### src/rtl/gobang_geom_pkg.sv
// Board geometry shared by the piece renderer, board drawer and pixel locator.
// Also holds the locator FSM state type and the click-window test.
package gobang_geom_pkg;

    localparam int unsigned X0    = 102;
    localparam int unsigned Y0    = 23;
    localparam int unsigned GRID  = 31;
    localparam int unsigned NLINE = 15;
    localparam int unsigned R     = 15;
    localparam int unsigned R_SQ  = R * R;

    localparam int unsigned X_MIN = X0 - R;
    localparam int unsigned X_MAX = X0 + (NLINE - 1) * GRID + R;
    localparam int unsigned Y_MIN = Y0 - R;
    localparam int unsigned Y_MAX = Y0 + (NLINE - 1) * GRID + R;

    typedef enum logic [1:0] {
        StIdle,
        StScan,
        StCheck,
        StDone
    } loc_state_e;

    function automatic logic in_window(input logic [9:0] x, input logic [9:0] y);
        return (x >= 10'(X_MIN)) && (x <= 10'(X_MAX)) &&
               (y >= 10'(Y_MIN)) && (y <= 10'(Y_MAX));
    endfunction

endpackage

### src/rtl/board_pixel_locator_if.sv
// Request/response bundle between the pointer front-end and the pixel locator.
interface board_pixel_locator_if;

    logic       req_valid;
    logic       req_ready;
    logic [9:0] px;
    logic [9:0] py;
    logic       rsp_valid;
    logic       rsp_ready;
    logic [3:0] row;
    logic [3:0] col;
    logic       hit;

    modport master (
        output req_valid, px, py, rsp_ready,
        input  req_ready, rsp_valid, row, col, hit
    );

    modport slave (
        input  req_valid, px, py, rsp_ready,
        output req_ready, rsp_valid, row, col, hit
    );

endinterface

### src/rtl/axis_quantizer.sv
// One axis of the locator: holds the window offset and walks it down one grid
// pitch per step until the residual is below a pitch or the last line is reached.
module axis_quantizer
    import gobang_geom_pkg::*;
(
    input  logic       clk,
    input  logic       rst_n,
    input  logic       load_i,
    input  logic       step_i,
    input  logic [8:0] offset_i,
    output logic [4:0] rem_o,
    output logic [3:0] idx_o,
    output logic       done_o
);

    logic [8:0] rem_q, rem_d;
    logic [3:0] idx_q, idx_d;

    assign done_o = !((rem_q >= 9'(GRID)) && (idx_q < 4'(NLINE - 1)));
    // Once done the residual is at most GRID-1, so five bits carry it.
    assign rem_o  = rem_q[4:0];
    assign idx_o  = idx_q;

    always_comb begin
        rem_d = rem_q;
        idx_d = idx_q;
        if (load_i) begin
            rem_d = offset_i;
            idx_d = '0;
        end else if (step_i && !done_o) begin
            rem_d = rem_q - 9'(GRID);
            idx_d = idx_q + 4'd1;
        end
    end

    always_ff @(posedge clk or negedge rst_n) begin
        if (!rst_n) begin
            rem_q <= '0;
            idx_q <= '0;
        end else begin
            rem_q <= rem_d;
            idx_q <= idx_d;
        end
    end

endmodule

### src/rtl/board_pixel_locator.sv
// Maps a screen pixel to the nearest board intersection and reports whether it
// falls strictly inside that intersection's piece circle.
module board_pixel_locator
    import gobang_geom_pkg::*;
(
    input logic                  clk,
    input logic                  rst_n,
    board_pixel_locator_if.slave bus
);

    loc_state_e state_q, state_d;
    logic       req_ready_q, req_ready_d;
    logic       rsp_valid_q, rsp_valid_d;
    logic [3:0] row_q, row_d;
    logic [3:0] col_q, col_d;
    logic       hit_q, hit_d;

    logic       accept, in_win, load, scan;
    logic [8:0] x_off, y_off;
    logic [4:0] x_rem, y_rem;
    logic [3:0] x_idx, y_idx;
    logic       x_done, y_done;

    logic signed [6:0] dx, dy;
    logic [11:0]       sq_x, sq_y;
    logic [12:0]       dist_sq;
    logic              hit_now;

    assign accept = (state_q == StIdle) && bus.req_valid;
    assign in_win = in_window(bus.px, bus.py);
    assign load   = accept && in_win;
    assign scan   = (state_q == StScan);
    assign x_off  = 9'(bus.px - 10'(X_MIN));
    assign y_off  = 9'(bus.py - 10'(Y_MIN));

    axis_quantizer u_quant_x (
        .clk      (clk),
        .rst_n    (rst_n),
        .load_i   (load),
        .step_i   (scan),
        .offset_i (x_off),
        .rem_o    (x_rem),
        .idx_o    (x_idx),
        .done_o   (x_done)
    );

    axis_quantizer u_quant_y (
        .clk      (clk),
        .rst_n    (rst_n),
        .load_i   (load),
        .step_i   (scan),
        .offset_i (y_off),
        .rem_o    (y_rem),
        .idx_o    (y_idx),
        .done_o   (y_done)
    );

    // Residual is measured from the window edge, R pixels before the line.
    assign dx      = $signed({2'b00, x_rem}) - $signed(7'(R));
    assign dy      = $signed({2'b00, y_rem}) - $signed(7'(R));
    assign sq_x    = 12'($unsigned(12'(dx) * 12'(dx)));
    assign sq_y    = 12'($unsigned(12'(dy) * 12'(dy)));
    assign dist_sq = {1'b0, sq_x} + {1'b0, sq_y};
    assign hit_now = dist_sq < 13'(R_SQ);

    always_comb begin
        state_d     = state_q;
        req_ready_d = req_ready_q;
        rsp_valid_d = rsp_valid_q;
        row_d       = row_q;
        col_d       = col_q;
        hit_d       = hit_q;
        unique case (state_q)
            StIdle: begin
                if (accept) begin
                    req_ready_d = 1'b0;
                    if (in_win) begin
                        state_d = StScan;
                    end else begin
                        state_d = StDone;
                        row_d   = '0;
                        col_d   = '0;
                        hit_d   = 1'b0;
                    end
                end
            end
            StScan: begin
                if (x_done && y_done) state_d = StCheck;
            end
            StCheck: begin
                row_d       = y_idx;
                col_d       = x_idx;
                hit_d       = hit_now;
                rsp_valid_d = 1'b1;
                state_d     = StDone;
            end
            StDone: begin
                // Out-of-window requests arrive here with rsp_valid still low.
                if (!rsp_valid_q) begin
                    rsp_valid_d = 1'b1;
                end else if (bus.rsp_ready) begin
                    rsp_valid_d = 1'b0;
                    req_ready_d = 1'b1;
                    state_d     = StIdle;
                end
            end
        endcase
    end

    always_ff @(posedge clk or negedge rst_n) begin
        if (!rst_n) begin
            state_q     <= StIdle;
            req_ready_q <= 1'b1;
            rsp_valid_q <= 1'b0;
            row_q       <= '0;
            col_q       <= '0;
            hit_q       <= 1'b0;
        end else begin
            state_q     <= state_d;
            req_ready_q <= req_ready_d;
            rsp_valid_q <= rsp_valid_d;
            row_q       <= row_d;
            col_q       <= col_d;
            hit_q       <= hit_d;
        end
    end

    assign bus.req_ready = req_ready_q;
    assign bus.rsp_valid = rsp_valid_q;
    assign bus.row       = row_q;
    assign bus.col       = col_q;
    assign bus.hit       = hit_q;

endmodule

### src/flat_wrapper.sv
// flat-port wrapper written by rule: the top's interface ports become plain ports
module board_pixel_locator_flat import gobang_geom_pkg::*;
  (clk, rst_n, bus_req_valid, bus_px, bus_py, bus_rsp_ready, bus_req_ready, bus_rsp_valid, bus_row, bus_col, bus_hit);
  board_pixel_locator_if bus_i ();
  input logic clk;
  input logic rst_n;
  input wire logic [$bits(bus_i.req_valid)-1:0] bus_req_valid;
  input wire logic [$bits(bus_i.px)-1:0] bus_px;
  input wire logic [$bits(bus_i.py)-1:0] bus_py;
  input wire logic [$bits(bus_i.rsp_ready)-1:0] bus_rsp_ready;
  output wire logic [$bits(bus_i.req_ready)-1:0] bus_req_ready;
  output wire logic [$bits(bus_i.rsp_valid)-1:0] bus_rsp_valid;
  output wire logic [$bits(bus_i.row)-1:0] bus_row;
  output wire logic [$bits(bus_i.col)-1:0] bus_col;
  output wire logic [$bits(bus_i.hit)-1:0] bus_hit;
  assign bus_i.req_valid = bus_req_valid;
  assign bus_i.px = bus_px;
  assign bus_i.py = bus_py;
  assign bus_i.rsp_ready = bus_rsp_ready;
  assign bus_req_ready = bus_i.req_ready;
  assign bus_rsp_valid = bus_i.rsp_valid;
  assign bus_row = bus_i.row;
  assign bus_col = bus_i.col;
  assign bus_hit = bus_i.hit;
  board_pixel_locator u_core (.clk(clk), .rst_n(rst_n), .bus(bus_i));
endmodule
### config.mk
export PLATFORM = sky130hd
export DESIGN_NAME = board_pixel_locator_flat
export DESIGN_NICKNAME = d
export VERILOG_FILES = /design/src/rtl/gobang_geom_pkg.sv /design/src/rtl/board_pixel_locator_if.sv /design/src/rtl/axis_quantizer.sv /design/src/rtl/board_pixel_locator.sv /design/src/flat_wrapper.sv
export SDC_FILE = /design/constraint.sdc
export NUM_CORES = 1
export LEC_CHECK = 0
export ABC_AREA = 1
export CAP_MARGIN = 10
export CORE_UTILIZATION = 40
export CTS_CLUSTER_DIAMETER = 40
export CTS_CLUSTER_SIZE = 20
export DETAILED_ROUTE_END_ITERATION = 8
export SLEW_MARGIN = 25
export SYNTH_ARGS = -nofsm -noshare
export SYNTH_HDL_FRONTEND = slang
export SYNTH_SLANG_ARGS = --single-unit
### constraint.sdc
create_clock -name clk -period 4.9 [get_ports clk]
set_input_delay 0.49 -clock clk [delete_from_list [all_inputs] [get_ports clk]]
set_output_delay 0.49 -clock clk [all_outputs]
set_load 0.05 [all_outputs]
==> flow_summary_export.csv, run 1 <==
group,metric,value,unit
cts,cts-htree-levels,2,
sta,timing.final.ws_setup,-265.9,ps
synthesis,synth.most_common_cell,"nand2_1",
cts,clk_pin_slew,60,ps
grt,grt_max_degree,43,
place,placed_cells,1023,
worst_setup_path,crit_type,"reg2reg",
floorplan,rows,42,
sta,max_freq,0.1936,GHz
synthesis,syn-cell-area,0.005413,sq mm
place,port_buffers,34,
outcome,outcome,"finished, violations left",
layout,layout.cells.non_filler,1036,
cts,clock_latency,280,ps
worst_setup_path,worst_setup_path_start_kind,"flop",
cts,numCtsBuffers,5,
worst_setup_path,cp_data_arrival_time,5390,ps
sta,hold_viol_final,0,
synthesis,syn-num-nets,871,
worst_setup_path,end_kind,"flop",
detailed_routing,first_pass_iters,5,
sta,fin_crit_sh,105.4,%
grt,grt-ovfl-total,0,
sta,rsz0062_at_grt,"yes",
detailed_routing,first_iter_violations,186,
job,cap_violations,0,
sta,finalCriticalPeriod,5166,ps
synthesis,syn_inst,748,
worst_setup_path,crit_fanout,4,
synthesis,ys_warn_count,0,
synthesis,synth-edff-count,0,
synthesis,ys.flop_type,"dfrtp_1",
cts,cts_hold_buf,0,
cts,clock_sinks,39,
detailed_routing,drc,0,
detailed_routing,via_per_inst,4.736,
floorplan,start_util,40.87,%
layout,areaGrowthSynthToFinish,28.85,%
synthesis,netlist_top_cells_count,"nand2_1 (182), inv_1 (160), ha_1 (58), nor2_1 (57), nand3_1 (55)",
layout,nNetsFinal,982,
synthesis,synth-seq-cells,39,
cts,cts_tree,"done",
synthesis,ys_types,41,
grt,grt_pass1_wl,22070,um
synthesis,synthTopCellsByArea,"dfrtp_1 (18%), fa_1 (15%), ha_1 (13%)",
layout,diodes,0,
synthesis,async_reset_ff_share,100.0,%
floorplan,die_x,118.3,um
floorplan,num_io_pins,35,
grt,gr-usage-all-layers,19.21,%
synthesis,syn_area_per_cell,7.236,sq um
detailed_routing,vias,4906,
grt,antenna_found_initial,0,
place,dp_hpwl,10580,um
layout,utilization,52.66,%
place,place_congestion,0.8235,
floorplan,die_h,118.3,um
outcome,violations,"negative setup slack",
detailed_routing,wl_per_cell,12.35,um
cts,cts_buffer_depth,2,
worst_hold_path,min_path_type,"in2async",
layout,fill_cells,1270,
sta,slew_headroom,40.62,%
cts,cts_root_buffer,"clkbuf_16",
synthesis,seq_area_frac_synth,18.05,%
sta,maxSlewViolCount,0,
worst_setup_path,required,5120,ps
synthesis,synth_area_leader_cell,"dfrtp_1",
synthesis,netlist.area_leader.share,17.57,%
layout,drive_gt1_share,20.12,%
detailed_routing,routed_wl,12800,um
detailed_routing,ant_nets,0,
floorplan,dieArea,0.01400,sq mm
floorplan,coreArea,0.01324,sq mm
sta,clock_skew,6.453,ps
grt,grt_pass1_vias,4939,
sta,setup_viol,1,
layout,final_cell_area,0.006974,sq mm
sta,worst_pin_slew,890.7,ps
place,placed_cell_area,0.006670,sq mm
-- kinds of logic after synthesis --
| kind of cell | share of synthesized area, % |
|---|---|
| flip-flops | 18.05 |
| adder cells (fa/ha/maj) | 28.57 |
| AO/OA/AOI/OAI | 7.420 |
| AND/OR/NAND/NOR | 26.75 |
| buffers and inverters | 12.90 |
| XOR/XNOR | 6.311 |
-- flip-flops by register name (all words and copies together), names as in the netlist --
register	flops
u_core.u_quant_x.rem_q	9
u_core.u_quant_y.rem_q	9
u_core.bus.col	4
u_core.bus.row	4
u_core.u_quant_x.idx_o	4
u_core.u_quant_y.idx_o	4
u_core.state_q	2
u_core.bus.hit	1
u_core.bus.req_ready	1
u_core.bus.rsp_valid	1
-- cells in the final DEF (no fill, tap or decap), types with 16 or more instances in the layout --
cell type	count
nor2_1	47
xor2_1	26
nand3_1	54
ha_1	47
nand2_1	180
o21ai_0	16
inv_1	154
clkdlybuf4s50_1	33
dfrtp_1	34
fa_1	37
buf_4	81
-- per-stage QoR --
stage	hold WS, ps	worst slack (ps)	setup TNS (ps)
2_1_floorplan	194.4	4.361	0
3_3_place_gp	467.1	-219.2	-219.2
3_5_place_dp	479.9	-412.3	-412.3
4_1_cts	361.4	-262.1	-262.1
5_1_grt	414.6	-572.5	-572.5
6_report	332.9	-265.9	-265.9
-- routing by layer --
| layer | GRT usage [%] | part of all wire [%] | vias up |
|---|---|---|---|
| li1 | - | - | 2529 |
| met1 | 24.23 | 47 | 2279 |
| met2 | 34.82 | 49 | 80 |
| met3 | 1.689 | 2.2 | 18 |
| met4 | 5.369 | 1.7 | 0 |
| met5 | 0 | 0 | - |
-- repair_timing --
| item | 4_1_cts | 5_1_grt |
|---|---|---|
| buffers inserted | 2 | 3 |
| endpoints found under the setup margin | 1 | 1 |
| gates resized for setup | 5 | 9 |
| gates cloned | 0 | 0 |
| pin swaps | 5 | 3 |
-- layout make-up --
cell class                      instances  area, sq um  area share [%]
Clock inverter                          2        60.06          0.8611
Sequential cell                        39        982.2           14.08
Tap cell                              176        220.2           3.158
Clock buffer                            6        128.9           1.848
Inverter                              164        623.1           8.934
Timing Repair Buffer                  115        943.4           13.53
Multi-Input combinational cell        534         4016           57.59
-- worst paths after layout --
check,startpoint,end,cells after the start,slack [ps]
max,u_core.u_quant_y.rem_q[0]$_DFFE_PN0P_,u_core.bus.hit$_DFFE_PN0P_,24,-270
min,rst_n,u_core.u_quant_x.rem_q[7]$_DFFE_PN0P_,1,330
max reg2reg,u_core.u_quant_y.rem_q[0]$_DFFE_PN0P_,u_core.bus.hit$_DFFE_PN0P_,24,-270
min reg2reg,u_core.bus.row[2]$_DFFE_PN0P_,u_core.bus.row[2]$_DFFE_PN0P_,2,490
max in group asynchronous,rst_n,u_core.u_quant_y.rem_q[1]$_DFFE_PN0P_,1,3960
min in group clk,u_core.bus.row[2]$_DFFE_PN0P_,u_core.bus.row[2]$_DFFE_PN0P_,2,490
-- critical path, stage by stage (launching register included) --
cell	delay (ps)
dfrtp_2	410
inv_1	80
ha_1	370
nor2_2	200
inv_1	70
fa_1	470
fa_1	540
inv_1	50
fa_1	460
fa_2	380
ha_4	230
a31o_2	240
a21oi_1	150
o21ai_1	100
xnor2_1	140
inv_1	90
ha_4	250
a21oi_1	200
and2_1	200
nand3b_1	90
nand2_1	70
nand3_1	70
nor2_1	100
nand3_1	90
nand2_1	70
Power of run 1 is not shown: default switching activity piles up to over one toggle a cycle in this logic, so the estimate is an artifact.
==> run 2, diff against run 1 <==
--- a/config.mk
+++ b/config.mk
@@ -11,6 +11,7 @@
 export CTS_CLUSTER_DIAMETER = 40
 export CTS_CLUSTER_SIZE = 20
 export DETAILED_ROUTE_END_ITERATION = 8
+export SETUP_SLACK_MARGIN = 0.5
 export SLEW_MARGIN = 25
 export SYNTH_ARGS = -nofsm -noshare
 export SYNTH_HDL_FRONTEND = slang
==> run 2 against run 1 <==
The flow still finishes with violations (negative setup slack). Critical path depth grew 5. Hold slack lost 13 ps. Via count shrank 3.3%. Flip-flop and latch count is the same. Die area is the same. Wire length shrank 5.8%. First-iteration DRC count shrank 17%. Clock skew shrank 0.54 ps. Final cell count shrank 0.77%. Setup slack gained 92 ps. Utilization shrank 0.60 points. Highest routed layer unchanged.
==> flow_summary_export.csv, run 2 (synthesis results as in run 1) <==
group,metric,value,unit
grt,antenna_found_initial,0,
place,placed_cells,1017,
floorplan,start_util,40.87,%
worst_setup_path,cp_data_arrival_time,5300,ps
sta,timing.final.ws_setup,-173.8,ps
worst_setup_path,required,5130,ps
worst_setup_path,worst_setup_path_start_kind,"flop",
outcome,outcome,"finished, violations left",
worst_setup_path,r2r-start,"u_core.u_quant_y.rem_q[1]$_DFFE_PN0P_",
sta,worst_pin_slew,897.4,ps
detailed_routing,ant_nets,0,
detailed_routing,wl_per_cell,11.72,um
cts,clock_latency,290,ps
sta,setup_viol,1,
grt,gr-usage-all-layers,18.60,%
sta,fin_crit_sh,103.5,%
worst_setup_path,crit_type,"reg2reg",
worst_setup_path,slowest_delay,550,ps
cts,clk_pin_slew,60,ps
layout,utilization,52.06,%
sta,maxSlewViolCount,0,
grt,grt-ovfl-total,0,
place,place_congestion,0.8402,
worst_setup_path,cpMostUsedCell,"nand2_1",
grt,grt_pass1_wl,21470,um
worst_setup_path,cp_slowest_cell,"fa_1",
layout,areaGrowthSynthToFinish,27.37,%
place,port_buffers,34,
sta,hold_viol_final,0,
worst_setup_path,end_kind,"flop",
worst_setup_path,r2r_setup_slack,-170,ps
worst_setup_path,reg2regPathDepth,29,
floorplan,dieArea,0.01400,sq mm
outcome,violations,"negative setup slack",
sta,clock_skew,5.913,ps
layout,regArea,982.2,sq um
sta,max_freq,0.1971,GHz
cts,cts-htree-levels,2,
detailed_routing,via_per_inst,4.617,
place,dp_hpwl,9946,um
floorplan,num_io_pins,35,
detailed_routing,first_pass_iters,4,
worst_setup_path,reg2reg_to,"u_core.bus.hit$_DFFE_PN0P_",
cts,cts_buffer_depth,2,
detailed_routing,drc,0,
layout,layout.cells.non_filler,1028,
place,preCtsSetupSlack,-343.8,ps
detailed_routing,first_iter_violations,155,
worst_setup_path,crit_path_end,"u_core.bus.hit$_DFFE_PN0P_",
cts,numCtsBuffers,5,
floorplan,coreArea,0.01324,sq mm
sta,rsz0062_at_grt,"yes",
grt,grt_max_degree,43,
sta,slew_headroom,40.18,%
layout,drive_gt1_share,19.95,%
job,cap_violations,0,
layout,final_cell_area,0.006894,sq mm
layout,nNetsFinal,974,
floorplan,die_x,118.3,um
sta,finalCriticalPeriod,5074,ps
layout,layout_commonest_cell,"nand2_1",
place,placed_cell_area,0.006625,sq mm
layout,diodes,0,
grt,grt_pass1_vias,4978,
layout,layout_common_cells,"nand2_1 (177), inv_1 (155), buf_4 (73)",
worst_setup_path,cp-startpoint,"u_core.u_quant_y.rem_q[1]$_DFFE_PN0P_",
detailed_routing,routed_wl,12050,um
worst_setup_path,crit_fanout,4,
layout,top_regs,"u_core.u_quant_x.rem_q: 9 flops, u_core.u_quant_y.rem_q: 9 flops",
cts,clock_sinks,39,
layout,fill_cells,1306,
cts,cts_tree,"done",
layout,multi_input_area,0.004046,sq mm
detailed_routing,vias,4746,
cts,cts_root_buffer,"clkbuf_16",
floorplan,die_h,118.3,um
floorplan,rows,42,
worst_hold_path,min_path_type,"in2async",
-- run 2: critical path, delay by kind of cell (launching register included) --
| kind | cells | cell delay, ps |
|---|---|---|
| xor+xnor | 1 | 180 |
| simple gates | 14 | 1080 |
| compound gates | 3 | 420 |
| fa+ha+maj | 6 | 2390 |
| flops | 1 | 440 |
| buf+inv | 5 | 520 |
-- run 2: per-stage QoR --
stage	TNS, ps	hold slack [ps]
after floorplan	0	194.4
after global placement	-271.4	467.5
after detailed placement	-343.8	477.3
after CTS	-167.0	363.6
after global routing	-505.3	405.4
final	-173.8	319.8
-- run 2: timing repair --
item	4_1_cts	5_1_grt
hold buffers	0	0
gates resized for setup	10	12
endpoints found under the setup margin	1	1
pin swaps	8	1
gates cloned	0	0
buffers inserted	3	0
-- run 2: worst min path at each step --
stage	startpoint	endpoint	slack, ps	cells after the start
after global placement	u_core.bus.row[2]$_DFFE_PN0P_	u_core.bus.row[2]$_DFFE_PN0P_	470	2
after floorplan	rst_n	u_core.bus.col[0]$_DFFE_PN0P_	190	0
after global routing	rst_n	u_core.u_quant_x.rem_q[2]$_DFFE_PN0P_	410	1
final	rst_n	u_core.u_quant_x.rem_q[5]$_DFFE_PN0P_	320	1
after detailed placement	u_core.bus.col[2]$_DFFE_PN0P_	u_core.bus.col[2]$_DFFE_PN0P_	480	2
after CTS	rst_n	u_core.u_quant_x.rem_q[5]$_DFFE_PN0P_	360	1
-- run 2: routing by layer --
| metal | part of all wire (%) | GRT usage (%) |
|---|---|---|
| met1 | 47 | 24.02 |
| met2 | 48 | 32.72 |
| met3 | 2.9 | 1.593 |
| met4 | 1.8 | 5.929 |
| met5 | 0 | 0 |
-- run 2: area by class of cell --
type | count | area share [%]
clock inverters | 2 | 0.1815
flip-flops and latches | 39 | 14.25
well taps | 176 | 3.194
repair buffers | 107 | 12.81
clock buffers | 6 | 1.869
multi-input cells | 534 | 58.69
inverters | 164 | 9.002
Power of run 2 is left out for the same reason.
==> run 3, diff against run 2 <==
--- a/config.mk
+++ b/config.mk
@@ -11,6 +11,7 @@
 export CTS_CLUSTER_DIAMETER = 40
 export CTS_CLUSTER_SIZE = 20
 export DETAILED_ROUTE_END_ITERATION = 8
+export PLACE_DENSITY_LB_ADDON = 0.05
 export SETUP_SLACK_MARGIN = 0.5
 export SLEW_MARGIN = 25
 export SYNTH_ARGS = -nofsm -noshare
==> run 3 against run 2 <==
The run still ends with negative setup slack left. Clock skew rose by 1.2 ps. First-iteration DRC count rose by 12%. Final cell count rose by 0.39%. Hold slack got worse by 180 ps. Sequential share of layout area fell by 0.14 points. Fmax fell by 0.82%. Critical path type unchanged. Via count rose by 1.7%. Register-to-register slack got worse by 40 ps. Non-clock buffer count rose by 4. Clock-buffer cell count fell by 1. Global-route usage rose by 0.40 points. Final area rose by 1.0%.
==> flow_summary_export.csv, run 3 (synthesis results as in run 1) <==
group,metric,value,unit
sta,clock_skew,7.154,ps
sta,max_freq,0.1955,GHz
worst_setup_path,end_kind,"flop",
worst_setup_path,r2r_setup_slack,-220,ps
grt,grt_pass1_vias,4843,
floorplan,start_util,40.87,%
worst_hold_path,min_path_type,"in2async",
floorplan,dieArea,0.01400,sq mm
sta,slew_headroom,65.99,%
layout,top_regs,"u_core.u_quant_x.rem_q: 9 flops, u_core.u_quant_y.rem_q: 9 flops",
worst_setup_path,reg2reg_to,"u_core.bus.hit$_DFFE_PN0P_",
grt,gr-usage-all-layers,19.00,%
sta,tns,-215.8,ps
worst_setup_path,worst_setup_path_start_kind,"flop",
layout,final_cell_area,0.006964,sq mm
grt,grt-ovfl-total,0,
layout,layout_commonest_cell,"nand2_1",
sta,rsz0062_at_grt,"yes",
outcome,violations,"negative setup slack",
sta,hold_viol_final,0,
worst_setup_path,crit_path_end,"u_core.bus.hit$_DFFE_PN0P_",
grt,grt_pass1_wl,21780,um
detailed_routing,drc,0,
cts,clock_latency,290,ps
detailed_routing,vias,4829,
sta,timing.final.ws_setup,-215.8,ps
layout,nNetsFinal,978,
detailed_routing,via_per_inst,4.679,
cts,cts_hold_buf,0,
worst_setup_path,reg2regPathDepth,26,
detailed_routing,routed_wl,12520,um
cts,cts_buffer_depth,2,
worst_setup_path,cp_data_arrival_time,5340,ps
cts,clock_sinks,39,
floorplan,coreArea,0.01324,sq mm
cts,cts_tree,"done",
detailed_routing,first_pass_iters,5,
worst_setup_path,crit_fanout,4,
sta,finalCriticalPeriod,5116,ps
floorplan,die_x,118.3,um
place,placed_cell_area,0.006640,sq mm
worst_setup_path,crit_type,"reg2reg",
place,preCtsSetupSlack,-301.1,ps
detailed_routing,first_iter_violations,174,
layout,layout_common_cells,"nand2_1 (179), inv_1 (154), buf_4 (76)",
cts,cts-htree-levels,2,
worst_setup_path,r2r-start,"u_core.u_quant_y.rem_q[0]$_DFFE_PN0P_",
sta,worst_pin_slew,508.6,ps
sta,fin_crit_sh,104.4,%
sta,setup_viol,1,
floorplan,rows,42,
grt,grt_max_degree,43,
layout,drive_gt1_share,20.21,%
place,place_congestion,0.7930,
place,dp_hpwl,10380,um
layout,areaGrowthSynthToFinish,28.66,%
place,port_buffers,34,
cts,numCtsBuffers,5,
sta,maxSlewViolCount,0,
layout,fill_cells,1324,
detailed_routing,wl_per_cell,12.14,um
floorplan,num_io_pins,35,
worst_setup_path,cp-startpoint,"u_core.u_quant_y.rem_q[0]$_DFFE_PN0P_",
layout,diodes,0,
floorplan,die_h,118.3,um
outcome,outcome,"finished, violations left",
cts,clk_pin_slew,60,ps
worst_setup_path,required,5130,ps
job,cap_violations,0,
detailed_routing,ant_nets,0,
cts,cts_root_buffer,"clkbuf_16",
grt,antenna_found_initial,0,
-- run 3: repair_timing --
item,in CTS,in global routing
cloned,0,0
pin swaps,10,9
buffers inserted,4,0
resized for setup,7,11
endpoints found under the setup margin,1,1
-- run 3: worst min path at each step --
stage,to,slack (ps),cells past startpoint
5_1_grt,u_core.u_quant_x.rem_q[6]$_DFFE_PN0P_,160,1
2_1_floorplan,u_core.bus.col[0]$_DFFE_PN0P_,190,0
3_3_place_gp,u_core.bus.row[1]$_DFFE_PN0P_,470,2
4_1_cts,u_core.u_quant_x.rem_q[7]$_DFFE_PN0P_,380,1
3_5_place_dp,u_core.bus.row[2]$_DFFE_PN0P_,470,2
6_report,u_core.u_quant_x.rem_q[7]$_DFFE_PN0P_,140,1
-- run 3: critical path, cell delays in order (launching register included) --
cell and delay (ps):
dfrtp_2 440, buf_4 160, nand3_2 100, nor2_4 60, nor2_4 90, buf_4 150
nand2_1 70, fa_1 520, fa_1 550, inv_1 50, fa_1 450, fa_2 370
ha_4 230, a31o_2 240, a21oi_1 130, o21ai_1 90, xnor2_1 170, inv_1 90
ha_4 250, a21oi_1 200, and2_1 180, nand3b_1 80, nand2_1 70, nand3_1 70
nor2_1 90, nand3_1 80, nand2_1 60
-- run 3: layer usage --
metal  track usage (%)  vias to the layer above  part of all wire [%]
li1                  -                     2512                     -
met3             1.400                        6                   2.2
met2             33.42                       58                    48
met4             3.846                        0                  0.86
met1             25.53                     2253                    49
met5                 0                        -                     0
-- run 3: through the flow --
step	cells	hold slack, ps	util (%)
6_report	1032	142.8	52.59
2_1_floorplan	748	194.4	-
5_1_grt	1032	159.6	52.59
4_1_cts	1031	382.0	51.87
3_5_place_dp	1019	469.4	50.14
3_3_place_gp	1019	469.3	50.14
-- run 3: cell type report --
class / count / area (sq um) / area share [%]
clock buffer: 5 / 125.1 / 1.797
clock inverter: 3 / 43.79 / 0.6288
inverter: 164 / 623.1 / 8.947
multi-input combinational: 534 / 4036 / 57.96
sequential: 39 / 982.2 / 14.10
tap: 176 / 220.2 / 3.162
timing repair buffer: 111 / 933.4 / 13.40
Power of run 3 is left out for the same reason.
